$ cat src/rtl/ifetch.sv
// RV32I instruction fetch stage: PC generation, single-outstanding imem handshake,
// IF/ID register with a one-entry stall hold buffer and redirect kill/bubble handling.
module ifetch #(
   parameter int unsigned          NB_ADDR   = 32,
   parameter int unsigned          NB_WORD   = 32,
   parameter logic [NB_ADDR-1:0]   RESET_PC  = NB_ADDR'(32'h0000_0000),
   parameter logic [NB_WORD-1:0]   NOP_INSTR = NB_WORD'(32'h0000_0013)
) (
   input  logic               i_clock,
   input  logic               i_reset,
   input  logic               i_stall,
   input  logic               i_redirect,
   input  logic [NB_ADDR-1:0] i_redirect_pc,
   output logic               o_imem_req,
   output logic [NB_ADDR-1:0] o_imem_addr,
   input  logic               i_imem_ready,
   input  logic               i_imem_rvalid,
   input  logic [NB_WORD-1:0] i_imem_rdata,
   output logic               o_valid,
   output logic [NB_WORD-1:0] o_instruction,
   output logic [NB_ADDR-1:0] o_pc,
   output logic [NB_ADDR-1:0] o_pc_plus4
);

   localparam logic [1:0] ST_IDLE = 2'd0;
   localparam logic [1:0] ST_REQ  = 2'd1;
   localparam logic [1:0] ST_WAIT = 2'd2;
   localparam logic [1:0] ST_HOLD = 2'd3;

   localparam logic [NB_ADDR-1:0] PC_STEP = NB_ADDR'(4);

   logic [1:0]         state_q,     state_d;
   logic [NB_ADDR-1:0] pc_q,        pc_d;
   logic [NB_ADDR-1:0] fetch_pc_q,  fetch_pc_d;
   logic               kill_q,      kill_d;
   logic [NB_WORD-1:0] buf_instr_q, buf_instr_d;
   logic [NB_ADDR-1:0] buf_pc_q,    buf_pc_d;
   logic               valid_q,     valid_d;
   logic [NB_WORD-1:0] instr_q,     instr_d;
   logic [NB_ADDR-1:0] out_pc_q,    out_pc_d;
   logic [NB_ADDR-1:0] out_pc4_q,   out_pc4_d;

   logic accept_c;

   assign accept_c = (state_q == ST_REQ) && i_imem_ready;

   // Next-state, PC and IF/ID update; redirect is applied last so it wins.
   always_comb begin
      state_d     = state_q;
      pc_d        = pc_q;
      fetch_pc_d  = fetch_pc_q;
      kill_d      = kill_q;
      buf_instr_d = buf_instr_q;
      buf_pc_d    = buf_pc_q;
      valid_d     = valid_q;
      instr_d     = instr_q;
      out_pc_d    = out_pc_q;
      out_pc4_d   = out_pc4_q;

      if (!i_stall) begin
         valid_d = 1'b0;
         instr_d = NOP_INSTR;
      end

      case (state_q)
         ST_IDLE: state_d = ST_REQ;
         ST_REQ: begin
            if (accept_c) begin
               fetch_pc_d = pc_q;
               state_d    = ST_WAIT;
            end
         end
         ST_WAIT: begin
            if (i_imem_rvalid) begin
               if (kill_q) begin
                  kill_d  = 1'b0;
                  state_d = ST_REQ;
               end else if (!i_stall) begin
                  valid_d   = 1'b1;
                  instr_d   = i_imem_rdata;
                  out_pc_d  = fetch_pc_q;
                  out_pc4_d = fetch_pc_q + PC_STEP;
                  pc_d      = fetch_pc_q + PC_STEP;
                  state_d   = ST_REQ;
               end else begin
                  buf_instr_d = i_imem_rdata;
                  buf_pc_d    = fetch_pc_q;
                  state_d     = ST_HOLD;
               end
            end
         end
         ST_HOLD: begin
            if (!i_stall) begin
               valid_d   = 1'b1;
               instr_d   = buf_instr_q;
               out_pc_d  = buf_pc_q;
               out_pc4_d = buf_pc_q + PC_STEP;
               pc_d      = buf_pc_q + PC_STEP;
               state_d   = ST_REQ;
            end
         end
         default: state_d = ST_IDLE;
      endcase

      // A fetch still in flight after this cycle must have its response discarded.
      if (i_redirect) begin
         pc_d        = {i_redirect_pc[NB_ADDR-1:2], 2'b00};
         valid_d     = 1'b0;
         instr_d     = NOP_INSTR;
         out_pc_d    = out_pc_q;
         out_pc4_d   = out_pc4_q;
         buf_instr_d = NOP_INSTR;
         buf_pc_d    = '0;
         if (((state_q == ST_WAIT) && !i_imem_rvalid) || accept_c) begin
            kill_d  = 1'b1;
            state_d = ST_WAIT;
         end else begin
            kill_d  = 1'b0;
            state_d = ST_REQ;
         end
      end
   end

   always_ff @(posedge i_clock) begin
      if (i_reset) begin
         state_q     <= ST_IDLE;
         pc_q        <= RESET_PC;
         fetch_pc_q  <= '0;
         kill_q      <= 1'b0;
         buf_instr_q <= NOP_INSTR;
         buf_pc_q    <= '0;
         valid_q     <= 1'b0;
         instr_q     <= NOP_INSTR;
         out_pc_q    <= '0;
         out_pc4_q   <= '0;
      end else begin
         state_q     <= state_d;
         pc_q        <= pc_d;
         fetch_pc_q  <= fetch_pc_d;
         kill_q      <= kill_d;
         buf_instr_q <= buf_instr_d;
         buf_pc_q    <= buf_pc_d;
         valid_q     <= valid_d;
         instr_q     <= instr_d;
         out_pc_q    <= out_pc_d;
         out_pc4_q   <= out_pc4_d;
      end
   end

   assign o_imem_req    = (state_q == ST_REQ);
   assign o_imem_addr   = pc_q;
   assign o_valid       = valid_q;
   assign o_instruction = instr_q;
   assign o_pc          = out_pc_q;
   assign o_pc_plus4    = out_pc4_q;

endmodule

$ cat config.mk
export PLATFORM = sky130hd
export DESIGN_NAME = ifetch
export DESIGN_NICKNAME = d
export VERILOG_FILES = /design/src/rtl/ifetch.sv
export SDC_FILE = /design/constraint.sdc
export NUM_CORES = 1
export LEC_CHECK = 0
export ABC_AREA = 1
export CORE_ASPECT_RATIO = 0.7
export CORE_UTILIZATION = 28
export CTS_CLUSTER_SIZE = 16
export DETAILED_ROUTE_END_ITERATION = 6
export HOLD_SLACK_MARGIN = 0.03
export PLACE_DENSITY = 0.47
export SLEW_MARGIN = 0
export SYNTH_ARGS = -nofsm -noshare
export SYNTH_HDL_FRONTEND = slang
export SYNTH_SLANG_ARGS = --single-unit
$ cat constraint.sdc
create_clock -name i_clock -period 3.7 [get_ports i_clock]
set_clock_uncertainty 0.1 [all_clocks]
set_input_delay 0.74 -clock i_clock [delete_from_list [all_inputs] [get_ports i_clock]]
set_output_delay 0.74 -clock i_clock [all_outputs]
set_load 0.02 [all_outputs]
---- Word level (Yosys, flattened, before mapping) ----
Cells that the tools add are included.
storage, ports and cells
  word-level logic and storage cells ...... 78
  memories ................................ 0
  bits in writable memories ............... 0
  bits in latches ......................... 0
  ROM bits ................................ 0
  register bits ........................... 228
cells by class
  add/subtract/negate cells ............... 2
  bitwise logic cells ..................... 2
  equal/unequal tests ..................... 12
  order comparisons ....................... 0
  shifts and indexed selects .............. 0
  mux-type cells .......................... 34
  reduce and logical (&&, ||, !) cells .... 17
  multiply operators ...................... 0
  divide/modulo/power cells ............... 0
operators by type and width
  kind                   count
  $mux 32                14
  $pmux 32 s2            3
  $add 32x3->32 const B  2
  $mux 2                 7
  $ne 3x3->1 const B     4
  $reduce_and 5->1       2
  $mux 1                 8
  $ne 2x2->1 const B     4
  $pmux 2 s4             1
  $reduce_and 6->1       1
  $reduce_bool 2->1      3
  $eq 2x2->1 const B     2
  $reduce_and 2->1       2
  $reduce_and 4->1       1
  $ne 3x2->1 const B     1
  $reduce_and 3->1       1
  $reduce_bool 3->1      1
  $eq 2x1->1 const B     1
  $logic_and 1x1->1      2
  $logic_not 2->1        1
  $not 1->1              2
  $pmux 1 s2             1
  $reduce_or 2->1        1
  $logic_not 1->1        1
  $logic_or 1x1->1       1

---- Depth between registers and ports, before layout ----
  word-level depth ........................ 6
  gate-level depth with buffers ........... 16
  gate-level depth less buffers ........... 14

---- Worst setup path after synthesis ----
No wires, ideal clock.
  path kind ............................... reg-to-reg
  from .................................... register state_q[0]
  to ...................................... register pc_q[28], in the netlist o_imem_addr[28]
  period minus slack after synthesis ...... 2.252 ns
  stages on the path, launching flop included .. 16
  library setup time ...................... 0.109 ns
  arrival time ............................ 2.044 ns
  setup slack ............................. 1.448 ns
  cells stage by stage .................... dfxtp_1 ha_1 buf_6 buf_6 buf_4 o21ai_1 ha_1 nand2_1 nor2_4 nand2_2 nor2_2 nand2_1 nand2_1 nand3_1 nand2_1 inv_1
between the ends
  cells in the longest elaborated chain, start to end .. 3
  elaborated cells between the ends (all ways) .. 10
RTL lines
  what                                                          line  text
  start, declared                                               32    logic [1:0] state_q, state_d;
  start signal, assigned                                        137   state_q <= state_d;
  $eq 2x2->1                                                    65    case (state_q)
  $ne 3x3->1 (no line) (tied with other cells)                  n/a
  $reduce_and 5->1 (no line) / $mux 32 (equally long branches)  n/a
  end signal, assigned                                          138   pc_q <= pc_d;
  end, declared                                                 33    logic [NB_ADDR-1:0] pc_q, pc_d;
Several ways; a longest one is shown, not always the timed one.
A chain may end at the register's enable or synchronous reset.

---- Worst setup path after layout ----
  from .................................... register state_q[0]
  to ...................................... register out_pc4_q[28], in the netlist o_pc_plus4[28]
between the ends
  cells in the longest elaborated chain, start to end .. 3
  elaborated cells between the ends (all ways) .. 9
RTL lines
  what                                                              line  text
  $eq 2x2->1                                                        65
  $ne 2x2->1 (no line) / $reduce_bool 2->1 (equally long branches)  n/a
  $reduce_and 6->1 (no line)                                        n/a
  end signal, assigned                                              146   out_pc4_q <= out_pc4_d;
  end, declared                                                     41    logic [NB_ADDR-1:0] out_pc4_q, out_pc4_d;
Several ways; a longest one is shown, not always the timed one.

==> out/results.ini <==
[outcome]
outcome = finished clean

[synth]
ys_ff_latch = 226
avgSynthCellArea_um2 = 7.056
synth_area_um2 = 10080
synthCells = 1428
yosys_warnings = 0
synthSimpleGateAreaFrac_pct = 25.80
synth_compound_area_share_pct = 19.86
synth_top_family_by_area = simple AND/OR/NAND/NOR gates
synth-adder-area-share_pct = 0.4967
synthMuxAreaShare_pct = 0
synth.distinct_cells = 34
seq_area_frac_synth_pct = 44.90
syn_nets = 1502
synthXorXnorAreaFrac_pct = 0

[grt]
grt_pass1_wl_mm = 54.00
antenna_found_initial = 0
grt_pass1_vias = 9357
overflow = 0
grt.total_usage_pct = 18.69
grt_max_degree = 88

[clock_network]
ctsResizeCount = 0
cts_root_buf = clkbuf_16
cts_hold_buf = 0
h-tree-depth = 1
clkTransAtPathRegs_ps = 60
clockBufferDepth = 3
postCtsSetupRepairBufs = 0
cts_sinks = 226
insertion_delay_ps = 540
cts_tree = built
cts_buffers = 26

[sta]
rsz0062_at_grt = false
min_period_over_period_pct = 79.78
relSlewSlack_pct = 40.93
final.setup.tns_ps = 0
fmax_mhz = 338.8
finalSetupViolCount = 0
slew_viol_final = 0
hold_viol_final = 0
worstMarginPinSlew_ps = 886.1
min_period_ps = 2952
holdWs_ps = 348.3
postLayoutSetupSlackWorst_ps = 748.2

[worst_setup_path]
r2r-end = o_pc_plus4[28]
worst_setup_path_end_kind = flop
path_max_fanout = 42
worstReg2RegStart = state_q[0]
worstSetupStartpoint = state_q[0]
worst_ep_required_time_ps = 4040
worstSetupStartpointType = flop
crit_arrival_ps = 3290
worstSetupEndpoint = o_pc_plus4[28]
rr_worst_depth = 13
reg2reg_slack_ps = 750
critPathKind = reg -> reg

[routing]
drt_iter0_markers = 656
wire_per_inst_um = 16.62
antenna_left = 0
vias = 9791
drc = 0
viasPerCell = 4.721
drtPass1Iterations = 6
wirelength_mm = 34.46

[placement]
place_inst = 2029
dpl.hpwl_mm = 23.63
postPlaceCellArea_um2 = 12400
preCtsSetupSlack_ps = 637.6
io_buffers = 197
place_congestion = 0.8540

[die]
fp.dieW_um = 228.7
die-area_um2 = 36760
fp-row-count = 57
core_um2 = 35090
pin_count = 200
dieHeight_um = 160.7
initial_core_util_pct = 28.72

[final_layout]
final_layout_size_suffix_gt1_share_pct = 7.803
fin_util_pct = 37.85
nets = 1659
fillers = 3711
fin_area_um2 = 13280
instances_no_fill = 2074
synthToLayoutAreaGrowth_pct = 31.81
n_antenna_cell = 0

[min_path]
hold_depth = 2
worstHoldPathType = reg -> reg

[power]
p_total_mw = 6.037
power_density_nw_per_um2 = 454.6
power_leakage_nw = 5.226
peakVddDrop_mv = 0.2736

[flow_run]
cap_violations = 0

## worst max-delay path, cell delays in order (launching register included)
cell	delay (ps)
dfxtp_1	430
ha_4	590
nand2_1	180
o21ai_1	150
ha_1	250
nand2_1	150
nor2_4	170
nand2_2	160
nor2_2	280
nand2_1	90
nand2_1	110
nand3_1	80
nand2_1	60
inv_1	50
## routing by layer
metal / routed length [um] / part of all wire [%] / GRT usage [%] / vias to the layer above
met4: 568 / 1.6 / 3.752 / 0
met2: 14450 / 42 / 27.77 / 221
li1: - / - / - / 4916
met5: 0 / 0 / 0 / -
met1: 17820 / 52 / 28.13 / 4616
met3: 1625 / 4.7 / 3.054 / 38
## power by group
| part | total (mW) | internal [mW] | switching, mW |
|---|---|---|---|
| Sequential | 2.59 | 2.53 | 0.0648 |
| Clock | 2.68 | 1.62 | 1.06 |
| Combinational | 0.769 | 0.293 | 0.476 |
## cell families after synthesis
group | Yosys count
adders and majority gates | 4
AOI/OAI and AO/OA | 376
DFF | 226
buffers and inverters | 210
and+or+nand+nor | 612
## cells in the mapped netlist
library cell / number / area share (%)
or2_1: 1 / 0.062
inv_8: 1 / 0.11
nor2_8: 1 / 0.20
buf_4: 4 / 0.30
nor2_4: 11 / 1.2
or2_2: 2 / 0.12
buf_12: 1 / 0.20
nand2_2: 27 / 1.7
a22o_1: 16 / 1.4
o211ai_1: 1 / 0.075
nand3_1: 58 / 2.9
clkbuf_1: 55 / 2.0
inv_2: 3 / 0.11
buf_2: 20 / 0.99
a211oi_1: 1 / 0.075
buf_6: 5 / 0.56
nand2_4: 2 / 0.22
o21ai_1: 8 / 0.40
nor2_1: 116 / 4.3
o21bai_1: 1 / 0.075
nand3b_1: 1 / 0.075
o221ai_1: 1 / 0.087
o21ai_0: 147 / 7.3
ha_1: 4 / 0.50
o21a_4: 1 / 0.15
a21oi_1: 180 / 8.9
buf_8: 1 / 0.15
a31oi_1: 10 / 0.62
dfxtp_1: 226 / 45
nand4_1: 2 / 0.12
nand2_1: 378 / 14
nor2_2: 13 / 0.81
inv_1: 120 / 4.5
o21a_1: 10 / 0.75
## placed cells by master (no fill, tap or decap), drive strengths merged
master,instances
clkinvlp,2
nand2,407
a31oi,10
o221ai,1
clkinv,5
inv,123
nand4,2
or2,3
a21oi,180
bufinv,3
clkdlybuf4s50,195
ha,4
buf,20
a22o,16
nand3,58
nor2,141
a211oi,1
o21ai,155
nand3b,1
o211ai,1
o21bai,1
dfxtp,226
clkbuf,36
o21a,11
## registers in the layout (all words and copies together) (netlist names)
signal / cells
buf_instr_q: 32
buf_pc_q: 32
fetch_pc_q: 32
o_imem_addr: 32
o_instruction: 32
o_pc: 32
o_pc_plus4: 30
state_q: 2
kill_q: 1
o_valid: 1
## layout make-up
cell class	count	area [um2]	area share, %
inverter	124	473.0	3.561
clock buffer	36	749.5	5.643
multi-input combinational	992	4681	35.24
timing repair buffer	215	2135	16.07
sequential	226	4524	34.06
tap	472	590.6	4.447
clock inverter	9	128.9	0.9703
## worst min path at each step
stage            startpoint            to  slack (ps)
2_1_floorplan  buf_pc_q[13]  buf_pc_q[13]         320
3_3_place_gp   buf_pc_q[25]  buf_pc_q[25]         330
3_5_place_dp   buf_pc_q[13]  buf_pc_q[13]         340
4_1_cts        buf_pc_q[13]  buf_pc_q[13]         350
5_1_grt        buf_pc_q[13]  buf_pc_q[13]         370
6_report       buf_pc_q[13]  buf_pc_q[13]         350
No activity file was read; power rests on OpenSTA's default activity.
